**config.mk**
```make
export PLATFORM = sky130hd
export DESIGN_NAME = cache_axi_bridge
export DESIGN_NICKNAME = d
export VERILOG_FILES = /design/src/rtl/cache_bridge_pkg.sv /design/src/rtl/cache_axi_wr_chan.sv /design/src/rtl/cache_axi_bridge.sv
export SDC_FILE = /design/constraint.sdc
export NUM_CORES = 1
export LEC_CHECK = 0
export ABC_AREA = 1
export CORE_AREA = 2 2 166 168
export DETAILED_ROUTE_END_ITERATION = 10
export DIE_AREA = 0 0 168 170
export GPL_TIMING_DRIVEN = 0
export PLACE_DENSITY = 0.83
export RECOVER_POWER = 50
export SYNTH_ARGS = -nofsm -noshare
export SYNTH_HDL_FRONTEND = slang
export SYNTH_SLANG_ARGS = --single-unit
```
**constraint.sdc**
```tcl
create_clock -name clk -period 10.95 [get_ports clk]
set_input_delay 1.6425 -clock clk [delete_from_list [all_inputs] [get_ports clk]]
set_output_delay 1.6425 -clock clk [all_outputs]
set_load 0.05 [all_outputs]
```
**src/rtl/cache_bridge_pkg.sv**
```systemverilog
// Shared encodings and AXI field helpers for the cache-to-AXI bridge.
package cache_bridge_pkg;

   // Cache request type encodings
   localparam logic [2:0] TYPE_BYTE = 3'b000;
   localparam logic [2:0] TYPE_HALF = 3'b001;
   localparam logic [2:0] TYPE_WORD = 3'b010;
   localparam logic [2:0] TYPE_LINE = 3'b100;

   // Read FSM states
   localparam logic [1:0] R_IDLE = 2'd0;
   localparam logic [1:0] R_AR   = 2'd1;
   localparam logic [1:0] R_DATA = 2'd2;

   // Write FSM states
   localparam logic [1:0] W_IDLE = 2'd0;
   localparam logic [1:0] W_REQ  = 2'd1;
   localparam logic [1:0] W_RESP = 2'd2;

   localparam logic [1:0] BURST_INCR = 2'b01;
   localparam logic [7:0] LINE_LEN   = 8'd3;

   // A line is a 4-beat burst; everything else is a single beat.
   function automatic logic [7:0] axi_len(input logic [2:0] t);
      return (t == TYPE_LINE) ? LINE_LEN : 8'd0;
   endfunction

   // Line beats are full words; uncached size comes straight from the type.
   function automatic logic [2:0] axi_size(input logic [2:0] t);
      return (t == TYPE_LINE) ? 3'd2 : {1'b0, t[1:0]};
   endfunction

   // Line bursts start at the 16-byte line boundary.
   function automatic logic [31:0] axi_addr(input logic [2:0] t, input logic [31:0] a);
      return (t == TYPE_LINE) ? {a[31:4], 4'b0000} : a;
   endfunction

endpackage

```
**src/rtl/cache_axi_wr_chan.sv**
```systemverilog
// Write side of the bridge: latches one cache write and drives AW/W/B.
module cache_axi_wr_chan
   import cache_bridge_pkg::*;
#(
   parameter int ID_W  = 4,
   parameter int WR_ID = 1
) (
   input  logic            clk,
   input  logic            reset,
   input  logic            wr_req,
   input  logic [2:0]      wr_type,
   input  logic [31:0]     wr_addr,
   input  logic [3:0]      wr_wstrb,
   input  logic [127:0]    wr_data,
   output logic            wr_rdy,
   output logic [ID_W-1:0] awid,
   output logic [31:0]     awaddr,
   output logic [7:0]      awlen,
   output logic [2:0]      awsize,
   output logic [1:0]      awburst,
   output logic            awvalid,
   input  logic            awready,
   output logic [31:0]     wdata,
   output logic [3:0]      wstrb,
   output logic            wlast,
   output logic            wvalid,
   input  logic            wready,
   output logic            bready,
   input  logic            bvalid,
   output logic            busy_o,
   output logic [27:0]     line_addr_o,
   output logic [1:0]      state_o
);

   // Handshake rule: a transfer happens on a cycle where valid and ready are
   // both high at the rising edge; valid and payload never change before that.

   logic [1:0]   state_q, state_d;
   logic [31:0]  addr_q, addr_d;
   logic [27:0]  line_q, line_d;
   logic [7:0]   len_q, len_d;
   logic [2:0]   size_q, size_d;
   logic [3:0]   strb_q, strb_d;
   logic [127:0] data_q, data_d;
   logic         is_line_q, is_line_d;
   logic [1:0]   cnt_q, cnt_d;
   logic         aw_done_q, aw_done_d;
   logic         w_done_q, w_done_d;

   logic aw_fire, w_fire;

   assign wr_rdy      = ~reset & (state_q == W_IDLE);
   assign awvalid     = (state_q == W_REQ) & ~aw_done_q;
   assign wvalid      = (state_q == W_REQ) & ~w_done_q;
   assign bready      = (state_q == W_RESP);
   assign awid        = ID_W'(WR_ID);
   assign awaddr      = addr_q;
   assign awlen       = len_q;
   assign awsize      = size_q;
   assign awburst     = BURST_INCR;
   assign wdata       = data_q[{cnt_q, 5'd0} +: 32];
   assign wstrb       = strb_q;
   assign wlast       = is_line_q ? (cnt_q == 2'd3) : 1'b1;
   assign aw_fire     = awvalid & awready;
   assign w_fire      = wvalid & wready;
   assign busy_o      = (state_q != W_IDLE);
   assign line_addr_o = line_q;
   assign state_o     = state_q;

   // Next-state logic: accept, then run AW and W independently until both finish.
   always_comb begin
      state_d   = state_q;
      addr_d    = addr_q;
      line_d    = line_q;
      len_d     = len_q;
      size_d    = size_q;
      strb_d    = strb_q;
      data_d    = data_q;
      is_line_d = is_line_q;
      cnt_d     = cnt_q;
      aw_done_d = aw_done_q;
      w_done_d  = w_done_q;
      case (state_q)
         W_IDLE: begin
            if (wr_req & wr_rdy) begin
               state_d   = W_REQ;
               addr_d    = axi_addr(wr_type, wr_addr);
               line_d    = wr_addr[31:4];
               len_d     = axi_len(wr_type);
               size_d    = axi_size(wr_type);
               strb_d    = (wr_type == TYPE_LINE) ? 4'hF : wr_wstrb;
               data_d    = wr_data;
               is_line_d = (wr_type == TYPE_LINE);
               cnt_d     = 2'd0;
               aw_done_d = 1'b0;
               w_done_d  = 1'b0;
            end
         end
         W_REQ: begin
            if (aw_fire) aw_done_d = 1'b1;
            if (w_fire) cnt_d = cnt_q + 2'd1;
            if (w_fire & wlast) w_done_d = 1'b1;
            if ((aw_done_q | aw_fire) & (w_done_q | (w_fire & wlast))) state_d = W_RESP;
         end
         W_RESP: begin
            if (bvalid) state_d = W_IDLE;
         end
         default: state_d = W_IDLE;
      endcase
   end

   // State and payload registers; reset abandons any write in flight.
   always_ff @(posedge clk or posedge reset) begin
      if (reset) begin
         state_q   <= W_IDLE;
         addr_q    <= '0;
         line_q    <= '0;
         len_q     <= '0;
         size_q    <= '0;
         strb_q    <= '0;
         data_q    <= '0;
         is_line_q <= 1'b0;
         cnt_q     <= '0;
         aw_done_q <= 1'b0;
         w_done_q  <= 1'b0;
      end else begin
         state_q   <= state_d;
         addr_q    <= addr_d;
         line_q    <= line_d;
         len_q     <= len_d;
         size_q    <= size_d;
         strb_q    <= strb_d;
         data_q    <= data_d;
         is_line_q <= is_line_d;
         cnt_q     <= cnt_d;
         aw_done_q <= aw_done_d;
         w_done_q  <= w_done_d;
      end
   end

endmodule

```
**src/rtl/cache_axi_bridge.sv**
```systemverilog
// Cache miss interface to AXI4 master: one outstanding read plus one write.
module cache_axi_bridge
   import cache_bridge_pkg::*;
#(
   parameter int ID_W  = 4,
   parameter int RD_ID = 0,
   parameter int WR_ID = 1
) (
   input  logic            clk,
   input  logic            reset,
   input  logic            rd_req,
   input  logic [2:0]      rd_type,
   input  logic [31:0]     rd_addr,
   output logic            rd_rdy,
   output logic            ret_valid,
   output logic [1:0]      ret_last,
   output logic [31:0]     ret_data,
   input  logic            wr_req,
   input  logic [2:0]      wr_type,
   input  logic [31:0]     wr_addr,
   input  logic [3:0]      wr_wstrb,
   input  logic [127:0]    wr_data,
   output logic            wr_rdy,
   output logic [ID_W-1:0] arid,
   output logic [31:0]     araddr,
   output logic [7:0]      arlen,
   output logic [2:0]      arsize,
   output logic [1:0]      arburst,
   output logic            arvalid,
   input  logic            arready,
   input  logic [ID_W-1:0] rid,
   input  logic [31:0]     rdata,
   input  logic [1:0]      rresp,
   input  logic            rlast,
   input  logic            rvalid,
   output logic            rready,
   output logic [ID_W-1:0] awid,
   output logic [31:0]     awaddr,
   output logic [7:0]      awlen,
   output logic [2:0]      awsize,
   output logic [1:0]      awburst,
   output logic            awvalid,
   input  logic            awready,
   output logic [31:0]     wdata,
   output logic [3:0]      wstrb,
   output logic            wlast,
   output logic            wvalid,
   input  logic            wready,
   input  logic [ID_W-1:0] bid,
   input  logic [1:0]      bresp,
   input  logic            bvalid,
   output logic            bready
);

   // Handshake rule: a transfer happens on a cycle where valid and ready are
   // both high at the rising edge; valid and payload never change before that.

   logic [1:0]  r_state_q, r_state_d;
   logic [31:0] araddr_q, araddr_d;
   logic [7:0]  arlen_q, arlen_d;
   logic [2:0]  arsize_q, arsize_d;
   logic        wr_busy;
   logic [27:0] wr_line;
   logic [1:0]  w_state;
   logic        raw_block;
   logic        unused_ok;

   // IDs and responses are fixed/ignored by design.
   assign unused_ok = ^{rid, rresp, bid, bresp, w_state};

   // Hold off a read of a line whose writeback is pending or being accepted now.
   assign raw_block = (wr_busy & (rd_addr[31:4] == wr_line)) |
                      (wr_req & wr_rdy & (rd_addr[31:4] == wr_addr[31:4]));

   assign rd_rdy    = ~reset & (r_state_q == R_IDLE) & ~raw_block;
   assign arvalid   = (r_state_q == R_AR);
   assign rready    = (r_state_q == R_DATA);
   assign ret_valid = rready & rvalid;
   assign ret_data  = rdata;
   assign ret_last  = {1'b0, rready & rvalid & rlast};
   assign arid      = ID_W'(RD_ID);
   assign araddr    = araddr_q;
   assign arlen     = arlen_q;
   assign arsize    = arsize_q;
   assign arburst   = BURST_INCR;

   // Read FSM next state: accept, issue AR, stream R until rlast.
   always_comb begin
      r_state_d = r_state_q;
      araddr_d  = araddr_q;
      arlen_d   = arlen_q;
      arsize_d  = arsize_q;
      case (r_state_q)
         R_IDLE: begin
            if (rd_req & rd_rdy) begin
               r_state_d = R_AR;
               araddr_d  = axi_addr(rd_type, rd_addr);
               arlen_d   = axi_len(rd_type);
               arsize_d  = axi_size(rd_type);
            end
         end
         R_AR:    if (arready) r_state_d = R_DATA;
         R_DATA:  if (rvalid & rlast) r_state_d = R_IDLE;
         default: r_state_d = R_IDLE;
      endcase
   end

   // Read state and AR payload registers.
   always_ff @(posedge clk or posedge reset) begin
      if (reset) begin
         r_state_q <= R_IDLE;
         araddr_q  <= '0;
         arlen_q   <= '0;
         arsize_q  <= '0;
      end else begin
         r_state_q <= r_state_d;
         araddr_q  <= araddr_d;
         arlen_q   <= arlen_d;
         arsize_q  <= arsize_d;
      end
   end

   cache_axi_wr_chan #(.ID_W(ID_W), .WR_ID(WR_ID)) u_wr (
      .clk         (clk),
      .reset       (reset),
      .wr_req      (wr_req),
      .wr_type     (wr_type),
      .wr_addr     (wr_addr),
      .wr_wstrb    (wr_wstrb),
      .wr_data     (wr_data),
      .wr_rdy      (wr_rdy),
      .awid        (awid),
      .awaddr      (awaddr),
      .awlen       (awlen),
      .awsize      (awsize),
      .awburst     (awburst),
      .awvalid     (awvalid),
      .awready     (awready),
      .wdata       (wdata),
      .wstrb       (wstrb),
      .wlast       (wlast),
      .wvalid      (wvalid),
      .wready      (wready),
      .bready      (bready),
      .bvalid      (bvalid),
      .busy_o      (wr_busy),
      .line_addr_o (wr_line),
      .state_o     (w_state)
   );

endmodule

```
Yosys cells after proc, flatten, opt, wreduce, memory -nomap -nowiden
Index checks and enable logic that the tools add are counted.
- add/subtract/negate cells: 1
- multiply operators: 0
- divide/modulo/power cells: 0
- order comparisons: 0
- equality and inequality tests: 18
- shift operators: 1
- multiplexer cells: 24
- bitwise logic cells: 23
- reductions and logical operators: 11
- operators by type and width (operator ; count):
    128-bit by 8-bit indexed part select with 32-bit output ; 1
    28-bit equality test ; 2
    2-bit two-way mux ; 12
    1-bit bitwise AND ; 16
    3-bit AND reduction ; 5
    4-bit two-way mux ; 3
    2-bit one-hot mux with 3 select lines ; 2
    2-bit by 1-bit != test with 1-bit output, second input constant ; 5
    2-bit != test, second input constant ; 4
    2-bit equality test, second input constant ; 3
    3-bit equality test, second input constant ; 2
    2-bit by 1-bit equality test with 1-bit output, second input constant ; 2
    2-bit logical NOT ; 2
    1-bit two-way mux ; 4
    1-bit NOT ; 4
    1-bit one-hot mux with 2 select lines ; 2
    2-bit one-hot mux with 2 select lines ; 1
    2-bit AND reduction ; 2
    2-bit nonzero test ; 2
    1-bit OR ; 3
    2-bit by 1-bit adder with 2-bit output, second input constant ; 1
- register bits: 255
- bits in latches: 0
- bits in writable memories: 0
- bits in read-only memories: 0
- input bits: 256
- output and inout bits: 177
- logic and storage cells: 93
- memories: 0

Depth between registers and ports, before layout
Gate-level depths: netlist (run 1).
- depth after elaboration: 10
- mapped depth: 13
- depth with buffers taken out: 12

By module
A second synthesis (run 1) with hierarchy kept.
- cells, all modules: 1499
- area total of the unflattened synthesis: 10985.5 sq um
- modules (own cells, without submodules) (module ; instances ; cells each ; area each (sq um) ; seq. area each (sq um)):
    cache_axi_wr_chan ; 1 ; 976 ; 7831.3 ; 4329.2
    cache_axi_bridge ; 1 ; 523 ; 3154.3 ; 925.9

Worst setup path before layout (run 1)
No wires, ideal clock.
- path type: input -> output
- from: input reset
- to: output rd_rdy
- arrival: 7.464 ns
- required time: 9.308 ns
- slack: 1.843 ns
- stages on the path: 9
- buffers on the path: 0
- cell sequence: inv_1 -> nand2_1 -> nor2_1 -> nand2_1 -> nor2_1 -> nand2_1 -> nor2_2 -> nor2_4 -> and2_1
- longest elaborated chain between the ends: 7
- elaborated cells on any way between the ends: 8
- those cells by class: bitwise (8)
- RTL lines (item ; RTL line ; RTL):
    from (decl) ; cache_axi_bridge.sv:10 ; input logic reset,
    1-bit NOT (*) ; cache_axi_wr_chan.sv:52, cache_axi_bridge.sv:75 ;
    1-bit bitwise AND ; cache_axi_wr_chan.sv:52 ; assign wr_rdy = ~reset & (state_q == W_IDLE);
    1-bit bitwise AND (2 in series) ; cache_axi_bridge.sv:73 ; (wr_req & wr_rdy & (rd_addr[31:4] == wr_addr[31:4]));
    1-bit OR ; cache_axi_bridge.sv:72 ; assign raw_block = (wr_busy & (rd_addr[31:4] == wr_line)) |
    1-bit NOT ; cache_axi_bridge.sv:75 ; assign rd_rdy = ~reset & (r_state_q == R_IDLE) & ~raw_block;
    1-bit bitwise AND (*) ; cache_axi_bridge.sv:75 ;
    to (decl) ; cache_axi_bridge.sv:14 ; output logic rd_rdy,
Every way passes the cells marked *; elsewhere a longest branch is shown, timed or not.

Worst setup path in the final report (run 1)
Ends and elaborated chain as after synthesis.

==> results of run 1 <==
==> synth_stat cells (2+ instances only) <==
library cell | count | area, um2
nor3_2 | 2 | 20.0
o21ai_1 | 2 | 10.0
nand4_1 | 44 | 275
buf_1 | 4 | 15.0
xnor2_1 | 14 | 123
nor2_1 | 130 | 488
inv_1 | 110 | 413
xor2_1 | 8 | 70.1
o21ai_0 | 103 | 515
inv_2 | 3 | 11.3
buf_6 | 4 | 45.0
a21oi_1 | 2 | 10.0
conb_1 | 2 | 7.51
nand3_1 | 9 | 45.0
clkbuf_1 | 39 | 146
nand2_1 | 669 | 2510
o22ai_1 | 32 | 200
dfrtp_1 | 210 | 5260
nor3_1 | 2 | 10.0
buf_4 | 65 | 488
a22o_1 | 4 | 35.0
o22a_1 | 4 | 35.0
buf_2 | 20 | 100
==> metrics by stage <==
stage                     setup WS, ns  cell area (um2)  total power, uW
after floorplan                   1.84            11000             3020
after global placement           -1.30            15100             3910
after detailed placement          4.81            15100             3970
after CTS                         4.80            15900             4820
after global routing              4.53            15900             5010
final                             4.81            15900             4770
==> routing by layer <==
metal	vias to the layer above	track usage	routed length (um)
li1	5390	-	-
met1	5266	0.360	16600
met2	579	0.435	18300
met3	124	0.0442	3220
met4	0	0.139	2070
met5	-	0	0
==> report_power, final <==
group	switching [uW]	total [uW]	internal [uW]	leakage, uW
registers	241	1400	1160	0.00260
clock network	336	840	504	0.000395
logic	1750	2530	779	0.00508
total	2330	4770	2440	0.00808
==> path summary, 6_finish.rpt <==
path                                       from             endpoint  slack, ns  cells after the start
worst min register to register       araddr[25]           araddr[25]       0.46                      2
worst max register to register  u_wr.state_o[0]  u_wr.line_addr_o[4]       8.66                      7
worst min-delay path                 araddr[25]           araddr[25]       0.46                      2
worst max-delay path                      reset               rd_rdy       4.81                     11
min in group asynchronous                 reset            araddr[6]       1.73                      2
max in group asynchronous                 reset       u_wr.data_q[7]       8.15                      3
==> area by class of cell <==
type / instances / area (um2)
clock buffers: 32 / 679
clock inverters: 9 / 133
diodes: 4 / 10.0
fillers: 2399 / 10700
well taps: 341 / 427
inverters: 113 / 432
flip-flops and latches: 210 / 5260
multi-input cells: 1065 / 4560
plain buffers: 132 / 795
repair buffers: 360 / 3620
==> cell families after synthesis <==
group | Yosys count
AND/OR/NAND/NOR | 865
buffers and inverters | 245
flip-flops | 210
AO/OA/AOI/OAI | 150
XOR/XNOR | 22
other | 2
adder cells (fa/ha/maj) | 1
==> worst max-delay path: stages <==
cell and delay (ns):
dlygate4sd3_1 0.63, inv_8 0.46, nand2_1 0.16, nor2_1 0.18
nand2_1 0.07, nor2_1 0.13, nand2_1 0.09, nor2_2 0.17
nor2_4 0.09, and2_1 0.14, clkdlybuf4s50_1 0.70
==> registers in the layout, indices dropped and copies added, names as in the netlist <==
signal	flops
u_wr.data_q	128
araddr	32
u_wr.line_addr_o	28
u_wr.awaddr	4
u_wr.wstrb	4
arsize	2
r_state_q	2
u_wr.awsize	2
u_wr.cnt_q	2
u_wr.state_o	2
arlen	1
u_wr.aw_done_q	1
u_wr.awlen	1
u_wr.w_done_q	1
==> placed cells by master, fill, tap and decap left out, drive strengths merged <==
cell type      instances
o21a                   1
dfrtp                210
o21bai                 1
nand2b                 1
conb                  27
diode                  4
ha                     1
xor2                   8
bufinv                 3
nand3                 10
nand4                 45
xnor2                 14
a21oi                  2
clkdlybuf4s50        286
nor4                   1
inv                  114
clkbuf                71
nor3                   4
o32ai                  1
dlygate4sd3           73
o22ai                 32
buf                   94
o21ai                105
or2                    1
and2                   1
nor2                 132
clkinv                 3
nand2                670
clkinvlp               2
o22a                   4
a22o                   4
==> impl_metrics.py, run 1 <==
metrics = {
    "floorplan": {
        "die_area_um2": 28600,
        "placeableCoreArea_um2": 26700,
        "fp.dieH_um": 170,
        "row_count": 60,
        "ios": 433,
        "initial_utilization": 0.411,
        "die_w_um": 168,
    },
    "drt": {
        "drt-total-wl_mm": 40.2,
        "drt_iter0_drc": 988,
        "vias": 11400,
        "ant_nets": 0,
        "drt-vias-per-instance": 5.01,
        "route.detailed.drc": 0,
        "wl_per_cell_um": 17.7,
        "detail_route.first_pass.iterations": 5,
    },
    "logic_synthesis": {
        "synth_compound_area_frac": 0.0758,
        "synth_top_family_by_area": "simple AND/OR/NAND/NOR gates",
        "yosys_warnings": 0,
        "synth_xor_area_frac": 0.0176,
        "ys_async_sr_fraction": 1.00,
        "syn_area_um2": 10900,
        "synthSimpleGateAreaFrac": 0.313,
        "ys_types": 36,
        "synth-seq-cells": 210,
        "yosysSeqAreaShare": 0.480,
        "muxShareOfSynthArea": 0,
        "synthCells": 1495,
        "syn_area_per_cell_um2": 7.32,
        "yosys.area_share.adder": 0.00114,
        "synth_top_flop_cell": "dfrtp_1",
        "synth_edf_count": 0,
    },
    "sta": {
        "finalMaxSlewViolations": 0,
        "setup_viol": 0,
        "finalHoldViolations": 0,
        "worst_slew_pin_slew_ns": 0.899,
        "rsz0062_at_grt": "false",
        "relSlewSlack": 0.401,
        "fin_tns_setup_ns": 0,
        "hold_ws_ns": 0.464,
        "max_freq_ghz": 0.163,
        "skew_ns": 0.0147,
        "period_minus_slack_ns": 6.14,
        "finalCritPeriodShare": 0.561,
    },
    "grt": {
        "antenna_found_initial": 3,
        "grt_overflow_total": 0,
        "grt_max_degree": 130,
        "grt_pass1_wl_mm": 60.3,
        "grt_usage": 0.273,
        "first_global_vias": 11000,
    },
    "critical_path": {
        "end_kind": "output pin",
        "path_max_fanout": 83,
        "cp_data_required_time_ns": 9.31,
        "cp_data_arrival_time_ns": 4.50,
        "start_kind": "input port",
        "path_class": "in -> out",
    },
    "hold_path": {
        "holdCritPathClass": "reg -> reg",
    },
    "power_and_ir_drop": {
        "powerDensity_nw_per_um2": 300,
        "leakagePower_uw": 0.00808,
        "worst_ir_drop_vdd_v": 0.000247,
    },
    "clocking": {
        "htree_num_levels": 1,
        "cts-hold-fix-buffers": 0,
        "clk_latency_ns": 0.53,
        "cts_resized": 0,
        "cts.sinks": 210,
        "numCtsBuffers": 23,
        "clk_pin_slew_ns": 0.06,
        "clk_path_buf_depth": 3,
        "cts_tree": "built",
        "cts-root-buf": "clkbuf_16",
        "cts_post_setup_buffers_inserted": 0,
    },
    "layout": {
        "area_growth_pct": 45.4,
        "drive_above_1_share": 0.0724,
        "fin_cells": 2266,
        "final_util": 0.597,
        "nets": 2162,
    },
    "placed_design": {
        "hpwl_mm": 30.3,
        "post-place-cells": 2221,
        "place.gp.congestion": 0.958,
        "portBuffers": 359,
    },
    "flow_run": {
        "drv_cap": 0,
    },
    "outcome": {
        "status": "finished, final reports clean",
    },
}
(Power assumes the default switching activity.)
==> run 2, diff against run 1 <==
==> constraint.sdc (replaced) <==
create_clock -name clk -period 6.3 [get_ports clk]
set_input_delay 0.945 -clock clk [delete_from_list [all_inputs] [get_ports clk]]
set_output_delay 0.945 -clock clk [all_outputs]
set_load 0.05 [all_outputs]
==> impl_metrics.py, run 2 (synthesis gave the netlist of run 1 again) <==
metrics = {
    "grt": {
        "grt_overflow_total": 0,
        "grt_pass1_wl_mm": 60.7,
        "grt_max_degree": 44,
        "antenna_found_initial": 7,
        "grt_usage": 0.275,
        "first_global_vias": 11000,
    },
    "sta": {
        "finalCritPeriodShare": 0.795,
        "max_freq_ghz": 0.200,
        "finalHoldViolations": 0,
        "hold_ws_ns": 0.463,
        "skew_ns": 0.0220,
        "relSlewSlack": -0.615,
        "worst_slew_pin_slew_ns": 2.42,
        "period_minus_slack_ns": 5.01,
        "finalMaxSlewViolations": 85,
        "rsz0062_at_grt": "false",
        "setup_viol": 0,
    },
    "floorplan": {
        "die_w_um": 168,
        "placeableCoreArea_um2": 26700,
        "row_count": 60,
        "initial_utilization": 0.411,
        "die_area_um2": 28600,
        "fp.dieH_um": 170,
        "ios": 433,
    },
    "flow_run": {
        "drv_cap": 2,
    },
    "clocking": {
        "numCtsBuffers": 24,
        "cts-hold-fix-buffers": 0,
        "htree_num_levels": 1,
        "clk_latency_ns": 0.53,
        "clk_pin_slew_ns": 0.06,
        "cts-root-buf": "clkbuf_16",
        "clk_path_buf_depth": 3,
        "cts_tree": "built",
        "cts_post_setup_buffers_inserted": 0,
        "cts_resized": 0,
        "cts.sinks": 210,
    },
    "layout": {
        "layout_common_cells": "670 x nand2_1, 286 x clkdlybuf4s50_1, 210 x dfrtp_1, 130 x nor2_1, 109 x inv_1",
        "top_register": "u_wr.data_q",
        "drive_above_1_share": 0.0737,
        "largest_reg_flops": 128,
        "area_growth_pct": 46.3,
        "n_fill_cell": 2330,
        "fin_area_um2": 16000,
        "final_common_cell": "nand2_1",
        "nets": 2167,
    },
    "drt": {
        "detail_route.first_pass.iterations": 5,
        "drt-vias-per-instance": 5.03,
        "wl_per_cell_um": 17.9,
        "vias": 11400,
        "ant_nets": 0,
        "drt-total-wl_mm": 40.8,
        "drt_iter0_drc": 1036,
        "route.detailed.drc": 0,
    },
    "outcome": {
        "violations": "max-capacitance violations, max-slew violations",
        "status": "finished with violations",
    },
    "hold_path": {
        "worst_hold_startpoint": "araddr[29]",
        "holdCritPathClass": "reg -> reg",
    },
    "critical_path": {
        "path_class": "in -> out",
        "cp_data_arrival_time_ns": 4.06,
        "start_kind": "input port",
        "reg2reg_from": "r_state_q[0]",
        "path_max_fanout": 36,
        "end_kind": "output pin",
        "critical_path.startpoint": "reset",
        "cp_data_required_time_ns": 5.35,
    },
    "placed_design": {
        "hpwl_mm": 31.0,
        "postPlaceCellArea_um2": 15200,
        "place.gp.congestion": 0.935,
        "portBuffers": 359,
    },
    "power_and_ir_drop": {
        "leakagePower_uw": 0.00811,
        "worst_ir_drop_vdd_v": 0.000450,
        "powerDensity_nw_per_um2": 524,
    },
}
==> run 2: routing by layer <==
| layer | wire length, um | up-vias | part of all wire | track usage |
|---|---|---|---|---|
| met4 | 1710 | 0 | 0.042 | 0.117 |
| met2 | 18800 | 614 | 0.46 | 0.437 |
| met1 | 16700 | 5336 | 0.41 | 0.373 |
| li1 | - | 5395 | - | - |
| met3 | 3560 | 103 | 0.087 | 0.0470 |
| met5 | 0 | - | 0 | 0 |
==> run 2: path summary, 6_finish.rpt <==
| path | end | slack (ns) | cells past startpoint |
|---|---|---|---|
| setup / recovery | rd_rdy | 1.29 | 12 |
| hold / removal | araddr[29] | 0.46 | 2 |
| setup reg to reg | araddr[13] | 4.02 | 6 |
| hold reg to reg | araddr[29] | 0.46 | 2 |
| max in group asynchronous | araddr[21] | 2.60 | 4 |
| min in group asynchronous | u_wr.data_q[95] | 0.91 | 2 |
==> run 2: through the flow <==
stage	setup TNS [ns]	std cells	setup slack (ns)	util	total power, uW
2_1_floorplan	0	1520	0.0818	-	5240
3_3_place_gp	-290.89	2220	-2.57	0.565	6810
3_5_place_dp	0	2225	1.57	0.569	6910
4_1_cts	0	2269	1.57	0.601	8470
5_1_grt	0	2276	0.998	0.601	8790
6_report	0	2276	1.29	0.601	8390
==> run 2: final cells by class <==
class | count | area, um2 | share of cell area
Antenna cell | 7 | 17.5 | 0.00109
Multi-Input combinational cell | 1065 | 4560 | 0.285
Clock inverter | 10 | 168 | 0.0105
Timing Repair Buffer | 364 | 3660 | 0.229
Clock buffer | 34 | 698 | 0.0436
Buffer | 132 | 795 | 0.0496
Tap cell | 341 | 427 | 0.0267
Inverter | 113 | 425 | 0.0266
Sequential cell | 210 | 5260 | 0.328
==> run 2: report_power, final <==
group          switching, uW  internal (uW)
logic                   3060           1360
clock network            596            938
registers                416           2020
total                   4070           4320
==> run 2: worst max-delay path, stage by stage <==
cell             delay (ns)
dlygate4sd3_1          0.56
clkinvlp_2             0.47
buf_12                 0.38
nand2_1                0.12
nor2_1                 0.07
nand2_1                0.06
nor2_1                 0.05
nand2_1                0.07
nor2_2                 0.05
nor2_4                 0.28
and2_1                 0.19
clkdlybuf4s50_1        0.80
